===== src/rtl/ram_latch_arbiter.sv =====
// Two-port round-robin arbiter and setup/strobe/hold sequencer for a latch-based RAM array.
// Every array control line comes straight from a flop, so the latches never see glitches or s = r = 1.
module ram_latch_arbiter #(
    parameter int AW = 4,
    parameter int DW = 8
) (
    input  logic          clk,
    input  logic          rst_n,
    input  logic          req0,
    input  logic          req1,
    input  logic          we0,
    input  logic          we1,
    input  logic [AW-1:0] addr0,
    input  logic [AW-1:0] addr1,
    input  logic [DW-1:0] wdata0,
    input  logic [DW-1:0] wdata1,
    output logic          ack0,
    output logic          ack1,
    output logic [DW-1:0] rdata,
    output logic          busy,
    output logic [AW-1:0] ram_addr,
    output logic [DW-1:0] ram_s,
    output logic [DW-1:0] ram_r,
    output logic          ram_en,
    output logic          ram_rd,
    input  logic [DW-1:0] ram_q
);

    typedef enum logic [1:0] {
        IDLE,
        SETUP,
        STROBE,
        HOLD
    } state_t;

    state_t r_state;
    logic   r_we;
    logic   r_gnt;
    logic   r_last;

    logic          w_pick1;
    logic          w_we;
    logic [AW-1:0] w_addr;
    logic [DW-1:0] w_wd;

    // Port 1 wins when alone, or when both request and port 0 was granted last.
    assign w_pick1 = req1 & (~req0 | ~r_last);
    assign w_we    = w_pick1 ? we1    : we0;
    assign w_addr  = w_pick1 ? addr1  : addr0;
    assign w_wd    = w_pick1 ? wdata1 : wdata0;

    // NOTE: all state and outputs are flops updated with <=, so every branch
    // reads the pre-edge values and no ordering hazards exist between them.
    always_ff @(posedge clk or negedge rst_n) begin
        if (!rst_n) begin
            r_state  <= IDLE;
            r_we     <= 1'b0;
            r_gnt    <= 1'b0;
            r_last   <= 1'b1;
            ack0     <= 1'b0;
            ack1     <= 1'b0;
            rdata    <= '0;
            busy     <= 1'b0;
            ram_addr <= '0;
            ram_s    <= '0;
            ram_r    <= '0;
            ram_en   <= 1'b0;
            ram_rd   <= 1'b0;
        end else begin
            case (r_state)
                IDLE: begin
                    if (req0 || req1) begin
                        r_gnt    <= w_pick1;
                        r_last   <= w_pick1;
                        r_we     <= w_we;
                        busy     <= 1'b1;
                        // ram_addr/ram_s/ram_r double as the captured address and data.
                        ram_addr <= w_addr;
                        ram_s    <= w_we ? w_wd  : '0;
                        ram_r    <= w_we ? ~w_wd : '0;
                        r_state  <= SETUP;
                    end
                end
                SETUP: begin
                    ram_en  <= r_we;
                    ram_rd  <= ~r_we;
                    r_state <= STROBE;
                end
                STROBE: begin
                    ram_en <= 1'b0;
                    ram_rd <= 1'b0;
                    if (!r_we) begin
                        rdata <= ram_q;
                    end
                    ack0    <= ~r_gnt;
                    ack1    <= r_gnt;
                    r_state <= HOLD;
                end
                HOLD: begin
                    ack0    <= 1'b0;
                    ack1    <= 1'b0;
                    ram_s   <= '0;
                    ram_r   <= '0;
                    busy    <= 1'b0;
                    r_state <= IDLE;
                end
                default: r_state <= IDLE;
            endcase
        end
    end

endmodule


===== config.mk =====
export PLATFORM = sky130hd
export DESIGN_NAME = ram_latch_arbiter
export DESIGN_NICKNAME = d
export VERILOG_FILES = /design/src/rtl/ram_latch_arbiter.sv
export SDC_FILE = /design/constraint.sdc
export NUM_CORES = 1
export LEC_CHECK = 0
export BUFFER_PORTS_ARGS = -buffer_cell sky130_fd_sc_hd__buf_2
export CORE_ASPECT_RATIO = 1.25
export CORE_UTILIZATION = 45
export DETAILED_ROUTE_END_ITERATION = 12
export GPL_TIMING_DRIVEN = 0
export PLACE_DENSITY = 0.86
export SLEW_MARGIN = 10
export SYNTH_ARGS = -nofsm -noshare
export SYNTH_HDL_FRONTEND = slang
export SYNTH_SLANG_ARGS = --single-unit

===== constraint.sdc =====
create_clock -name clk -period 3.7 [get_ports clk]
set_clock_uncertainty 0.15 [all_clocks]
set_input_delay 0.74 -clock clk [delete_from_list [all_inputs] [get_ports clk]]
set_output_delay 0.74 -clock clk [all_outputs]
set_load 0.05 [all_outputs]

; Word-level counts from Yosys, hierarchy flattened
; Index checks and enable logic that the tools add are counted.
[classes]
add_sub_neg = 0
multipliers = 0
div = 0
magnitude_cmp = 0
eq_ne = 4
shift = 0
mux = 17
bitwise_logic = 7
n_reduce_logical = 8
[ops]
columns = cell, count
row1 = 8-bit two-way mux, 5
row2 = 8-bit one-hot mux with 2 select lines, 2
row3 = 1-bit one-hot mux with 2 select lines, 5
row4 = 8-bit inverter, 1
row5 = 2-bit one-hot mux with 4 select lines, 1
row6 = 2-bit AND reduction, 3
row7 = 2-bit nonzero test, 3
row8 = 2-bit == test (second input constant), 2
row9 = 4-bit two-way mux, 1
row10 = 1-bit inverter, 4
row11 = 2-bit by 1-bit == test with 1-bit output (second input constant), 1
row12 = 2-bit zero test, 1
row13 = 1-bit two-way mux, 2
row14 = 2-bit two-way mux, 1
row15 = 2-bit != test (second input constant), 1
row16 = 1-bit bitwise AND, 1
row17 = 1-bit logical OR, 1
row18 = 1-bit OR, 1
[totals]
register_bits = 38
latchBits = 0
ram_bits = 0
rom_bits = 0
input_bits = 38
out_inout_bits = 33
word_cells = 49
mem_count = 0

; Depth between registers and ports, before layout
; Gate-level depths: netlist of run 1.
[logic_depth]
word_depth = 8
depth_mapped = 6
depth_no_buf = 5

; Worst setup path before layout of run 1
; Ideal clock, no wire load.
[synth_timing]
kind = input to register
startpoint = input req1
endpoint = register ram_s[0]
setup_time_ns = 0.126
arrival_ns = 1.558
required_ns = 3.424
setup_slack_ns = 1.867
stages = 5
n_path_buf = 2
path_cell_list = a21boi_1 > buf_6 > and3_1 > buf_2 > a221o_1
[synth_between]
elab_chain_cells = 5
word_cells_on_any_way = 9
classes_between = eq/ne (1) / mux (5) / bitwise (1) / reduce/logical (2)
[synth_rtl]
columns = item, line
row1 = "start, declared", 10  ; input logic req1,
row2 = 1-bit bitwise AND, 47  ; assign w_pick1 = req1 & (~req0 | ~r_last);
row3 = 8-bit two-way mux / 1-bit two-way mux (equally long branches), "50, 48"
row4 = 8-bit two-way mux, 79  ; ram_s <= w_we ? w_wd : '0;
row5 = 8-bit two-way mux, 72  ; if (req0 || req1) begin
row6 = 8-bit one-hot mux with 2 select lines, 70  ; case (r_state)
row7 = "end signal, assigned", 79
row8 = "end, declared", 22  ; output logic [DW-1:0] ram_s,
; Several ways; a longest one is shown, not always the timed one. The select of a mux whose other input is x is not followed.
; A chain may end at the register's enable or synchronous reset.

; Worst setup path in the final report of run 1
[layout_timing]
startpoint = register r_state[0]
endpoint = register ram_s[2]
[layout_between]
elab_chain_cells = 3
word_cells_on_any_way = 6
classes_between = eq/ne (2) / mux (1) / reduce/logical (3)
[layout_rtl]
columns = item, line
row1 = "start, declared", 36  ; state_t r_state;
row2 = "start signal, assigned", 56  ; r_state <= IDLE;
row3 = "start signal, assigned", 81  ; r_state <= SETUP;
row4 = "start signal, assigned", 87  ; r_state <= STROBE;
row5 = 2-bit == test / 2-bit zero test (equally long branches), 70
row6 = 2-bit nonzero test (no source line) / 2-bit != test (equally long branches), --
row7 = 2-bit AND reduction (no source line), --
; Several ways; a longest one is shown, not always the timed one.

==> impl_metrics.ini, run 1 <==
[global_routing]
grt_first_pass_wirelength_mm = 6.20
use_met3_pct = 4.63
grt.busiest_layer = met2
grt_util_met1_pct = 26.4
grt_use_met2_pct = 31.9
antenna_found_initial = 0
grt_max_degree = 39
gr-total-overflow = 0
grt_pass1_vias = 1364
grt_util_all_layers_pct = 20.4

[logic_synthesis]
synth_top_area_cell = dfrtp_1
ys_ff_latch = 38
ys.flop_type = dfrtp_1
netlist_area_um2 = 1680
synth_seq_area_share_pct = 56.7
ys_async_sr_fraction_pct = 100
synth.top_cells.by_count = 37 x dfrtp_1, 13 x o21ai_0, 10 x mux2_2
avgSynthCellArea_um2 = 12.0
syn_nets = 182
yosys_warnings = 0
yosys.cell_count.top_type = dfrtp_1
netlist.area_leader.share_pct = 55.2
synth.area.top_cells = dfrtp_1 55%, mux2_2 6.7%, o221ai_1 4.7%
synth_edf_count = 0
synth_cell_types = 28
syn_inst = 140

[floorplan]
fp-row-count = 24
start_util_pct = 47.8
die_w_um = 56.6
die_area_um2 = 3980
die_y_um = 70.3
ios = 71
core_area_um2 = 3510

[sta]
period_needed_ns = 2.08
period_share_pct = 56.1
hold_viol_final = 0
tightest_slew_ns = 0.832
drv_slew = 0
finalSetupViolations = 0
slew_headroom_pct = 44.5
worst_slack_ns = 1.62
rsz0062_at_grt = no
tns_ns = 0
max_clock_freq_ghz = 0.481

[placed_design]
placed_cells = 249
gp_congestion = 0.853
dp_hpwl_mm = 2.80
portBuffers = 70
pre_cts_slack_ns = 1.58

[cts]
worstSkewPairLatency_ns = 0.29
clkSlewWorstSetupHoldPaths_ns = 0.07
cts_hold_buf = 0
cts-resized-gates = 0
cts_max_path_buffers = 2
cts_root_buf = clkbuf_8
cts_tree = done
cts.sinks = 38
cts_setup_buffers = 0
numCtsBuffers = 5
cts-htree-levels = 2

[critical_path]
r2r_slack_ns = 1.62
crit_arrival_ns = 2.12
endpoint_kind = register
worst-path-stages = 5
worstRegToRegCells = 5
worstPathRequired_ns = 3.74
max_stage_delay_ns = 0.40
cp-startpoint = r_state[0]
cp_cell_sequence = inv_1, ha_1, nor2b_1, nand4_1, o221ai_1
r2r-start = r_state[0]
critPathKind = register to register
startpoint_type = register
critPathBufInv = 1
cpLargestDelayFamily = simple AND/OR/NAND/NOR gates
path_max_fanout = 9
cpMaxStageDelayCell = nand4_1

[final_layout]
fin_nets = 259
drive_gt1_share_pct = 42.7
final_cells = 257
areaGrowthSynthToFinish_pct = 29.2
num_antenna_cells = 0
final_util_pct = 61.7

[power_and_ir_drop]
vdd_drop_max_mv = 0.630
p_per_area_nw_per_um2 = 1050
leakagePower_uw = 0.00115

[routing]
avgViaCountPerCell = 5.54
drc = 0
wire_per_inst_um = 14.6
first_iter_violations = 35
vias = 1424
drt_pass1_iterations = 4
wl_mm = 3.75
ant_nets = 0

[status]
status = complete, no violations

[worst_hold_path]
min_from = rdata[3]
hold_class = register to register
holdPathStages = 1

[flow_run]
maxCapViolCount = 0
## power breakdown
group | switching (uW) | internal (uW)
clock network | 137 | 150
registers | 104 | 614
logic | 905 | 359
## metrics by stage
stage               instance area (um^2)  hold slack (ns)  power (uW)
detailed placement                  2080            0.340        2000
global placement                    2080            0.333        1960
global route                        2170            0.362        2400
floorplan                           1680            0.294        1690
CTS                                 2170            0.356        2290
finish                              2170            0.350        2270
## registers in the layout, summed over array words and instances, names as in the netlist
signal,count
ack0,1
ack1,1
ram_en,1
r_last,1
ram_addr,4
rdata,8
ram_s,8
r_state,2
r_we,1
r_gnt,1
ram_r,8
ram_rd,1
busy,1
## area by class of cell
class	instances	area (um^2)
Fill cell	317	1350
Sequential cell	38	952
Multi-Input combinational cell	89	666
Timing Repair Buffer	70	350
Clock buffer	7	86.3
Tap cell	39	48.8
Buffer	6	33.8
Inverter	7	26.3
Clock inverter	1	5.00
## cell usage in the layout (no fill, tap or decap), types with 6 or more instances in the layout
master,Yosys,layout
a21oi_1,7,7
a221o_1,7,7
and3_1,8,8
buf_2,3,73
clkbuf_8,0,6
dfrtp_1,37,37
inv_1,7,7
mux2_2,10,10
mux2i_1,7,7
nor2_1,9,9
o21ai_0,13,13
o221ai_1,9,9
## path summary, 6_finish.rpt
check,endpoint
worst max-delay path,ram_s[2]
worst min-delay path,rdata[3]
worst max register to register,ram_s[2]
worst min register to register,rdata[3]
max in group asynchronous,ram_addr[1]
min in group asynchronous,ram_addr[2]
## cell families after synthesis
group	synth area share, %
fa+ha+maj	2.98
buf+inv	3.58
mux	10.9
compound gates	16.1
flops	56.7
simple gates	9.69
## routing by layer
layer,vias to the layer above,wire [um]
li1,670,-
met2,58,1860
met3,11,200
met4,0,84
met1,685,1610
met5,-,0
Note: power is estimated with default switching activity, not from simulation.
==> run 2: changes to the inputs <==
--- a/config.mk
+++ b/config.mk
@@ -5,6 +5,7 @@
 export SDC_FILE = /design/constraint.sdc
 export NUM_CORES = 1
 export LEC_CHECK = 0
+export ABC_AREA = 1
 export BUFFER_PORTS_ARGS = -buffer_cell sky130_fd_sc_hd__buf_2
 export CORE_ASPECT_RATIO = 1.25
 export CORE_UTILIZATION = 45
==> constraint.sdc (replaced) <==
create_clock -name clk -period 1.8 [get_ports clk]
set_clock_uncertainty 0.15 [all_clocks]
set_input_delay 0.36 -clock clk [delete_from_list [all_inputs] [get_ports clk]]
set_output_delay 0.36 -clock clk [all_outputs]
set_load 0.05 [all_outputs]
==> impl_metrics.ini, run 2 <==
[sta]
drv_slew = 0
rsz0062_at_grt = no
hold_viol_final = 0
finalSetupViolations = 0
tns_ns = 0
period_share_pct = 91.1
period_needed_ns = 1.64
max_clock_freq_ghz = 0.610
slew_headroom_pct = 45.5
tightest_slew_ns = 0.817

[floorplan]
fp-row-count = 27
start_util_pct = 46.8
die_y_um = 77.6
die_area_um2 = 4850
core_area_um2 = 4390
die_w_um = 62.5
ios = 71

[cts]
cts_setup_buffers = 0
clkSlewWorstSetupHoldPaths_ns = 0.07
numCtsBuffers = 5
cts_tree = done
cts_root_buf = clkbuf_8
cts.sinks = 38
cts_hold_buf = 0
cts-resized-gates = 0
worstSkewPairLatency_ns = 0.29
cts_max_path_buffers = 2
cts-htree-levels = 2

[power_and_ir_drop]
p_per_area_nw_per_um2 = 1990
leakagePower_uw = 0.00153
vdd_drop_max_mv = 1.07
p_total_uw = 5120

[logic_synthesis]
syn_nets = 292
ys.flop_type = dfrtp_1
ys_async_sr_fraction_pct = 100
avgSynthCellArea_um2 = 8.23
syn_inst = 250
yosys_warnings = 0
netlist.area_leader.share_pct = 45.0
synth.area.top_cells = dfrtp_1 45%, nand2_1 15%, nand3_1 12%
synth_seq_area_share_pct = 46.3
synth_cell_types = 24
synth.top_cells.by_count = 84 x nand2_1, 49 x nand3_1, 37 x dfrtp_1
synth_top_area_cell = dfrtp_1
netlist_area_um2 = 2060
ys_ff_latch = 38
yosys.cell_count.top_type = nand2_1
synth_edf_count = 0

[global_routing]
grt_first_pass_wirelength_mm = 7.89
gr-total-overflow = 0
grt_max_degree = 39
grt_util_all_layers_pct = 20.2
grt_pass1_vias = 1832
antenna_found_initial = 0

[final_layout]
drive_gt1_share_pct = 32.9
areaGrowthSynthToFinish_pct = 25.2
num_antenna_cells = 0
final_common_cell = nand2_1
reg_top3 = ram_r: 8 flops, ram_s: 8 flops, rdata: 8 flops
fin_nets = 369
final_cell_mix = 84 x nand2_1, 71 x buf_2, 49 x nand3_1, 37 x dfrtp_1, 27 x inv_1

[critical_path]
critPathKind = register to register
crit_arrival_ns = 1.72
worstPathRequired_ns = 1.88
startpoint_type = register
path_max_fanout = 10
endpoint_kind = register

[placed_design]
portBuffers = 70
dp_hpwl_mm = 3.41
gp_congestion = 0.869

[routing]
ant_nets = 0
drc = 0
first_iter_violations = 122
avgViaCountPerCell = 4.94
wl_mm = 4.55
wire_per_inst_um = 11.8
drt_pass1_iterations = 4
vias = 1906

[flow_run]
maxCapViolCount = 0

[status]
status = complete, no violations

[worst_hold_path]
hold_class = input port to async pin
==> run 2: path summary, 6_finish.rpt <==
| check | startpoint | endpoint | slack [ns] | depth (start not counted) |
|---|---|---|---|---|
| worst min register to register | rdata[4] | rdata[4] | 0.32 | 2 |
| worst min-delay path | rst_n | ram_s[0] | 0.008 | 1 |
| worst max register to register | r_state[0] | ram_s[3] | 0.16 | 7 |
| worst max-delay path | r_state[0] | ram_s[3] | 0.16 | 7 |
| max in group asynchronous | rst_n | ram_s[5] | 0.97 | 1 |
| min in group clk | ram_q[3] | rdata[3] | 0.15 | 3 |
==> run 2: layout make-up <==
| cell class | instances | area [um^2] |
|---|---|---|
| Sequential cell | 38 | 952 |
| Multi-Input combinational cell | 171 | 881 |
| Timing Repair Buffer | 70 | 350 |
| Tap cell | 58 | 72.6 |
| Buffer | 13 | 119 |
| Inverter | 28 | 105 |
| Clock inverter | 2 | 12.5 |
| Clock buffer | 6 | 82.6 |
| Fill cell | 416 | 1820 |
==> run 2: cell families (layout without fill, tap and decap cells) <==
family                   Yosys count  after routing  synth area share, %
adder cells (fa/ha/maj)            4              4                 2.43
AND/OR/NAND/NOR                  152            152                 35.9
buffers and inverters             41            119                 10.9
flip-flops                        38             38                 46.3
AO/OA/AOI/OAI                     15             15                 4.44
==> run 2: where the power goes <==
group,total (uW),switching [uW],internal (uW)
clock network,602,294,308
registers,1500,229,1270
logic,3020,2220,798
==> run 2: stage by stage <==
step,hold slack (ns),instance area (um^2),instances,worst slack (ns),utilization (%)
6_report,0.00844,2570,386,0.161,58.6
3_3_place_gp,0.300,2480,378,0.187,56.5
3_5_place_dp,0.303,2480,378,0.149,56.5
4_1_cts,0.0455,2570,386,0.135,58.6
2_1_floorplan,-0.0856,2060,250,0.302,-
5_1_grt,0.0853,2570,386,0.0561,58.6
==> run 2: critical path, cell delays in order, from the launching register on <==
cell and delay [ns]:
dfrtp_1 0.38, inv_1 0.12, ha_1 0.24, o21ai_2 0.15, nor2_4 0.21, buf_6 0.17, nand3_1 0.09, nand2_1 0.06
==> run 2: layer usage <==
metal | GRT usage, % | up-vias | share of wire (%)
li1 | - | 950 | -
met1 | 23.9 | 892 | 43
met2 | 36.3 | 56 | 51
met3 | 3.97 | 8 | 4.8
met4 | 6.51 | 0 | 1.4
met5 | 0 | - | 0
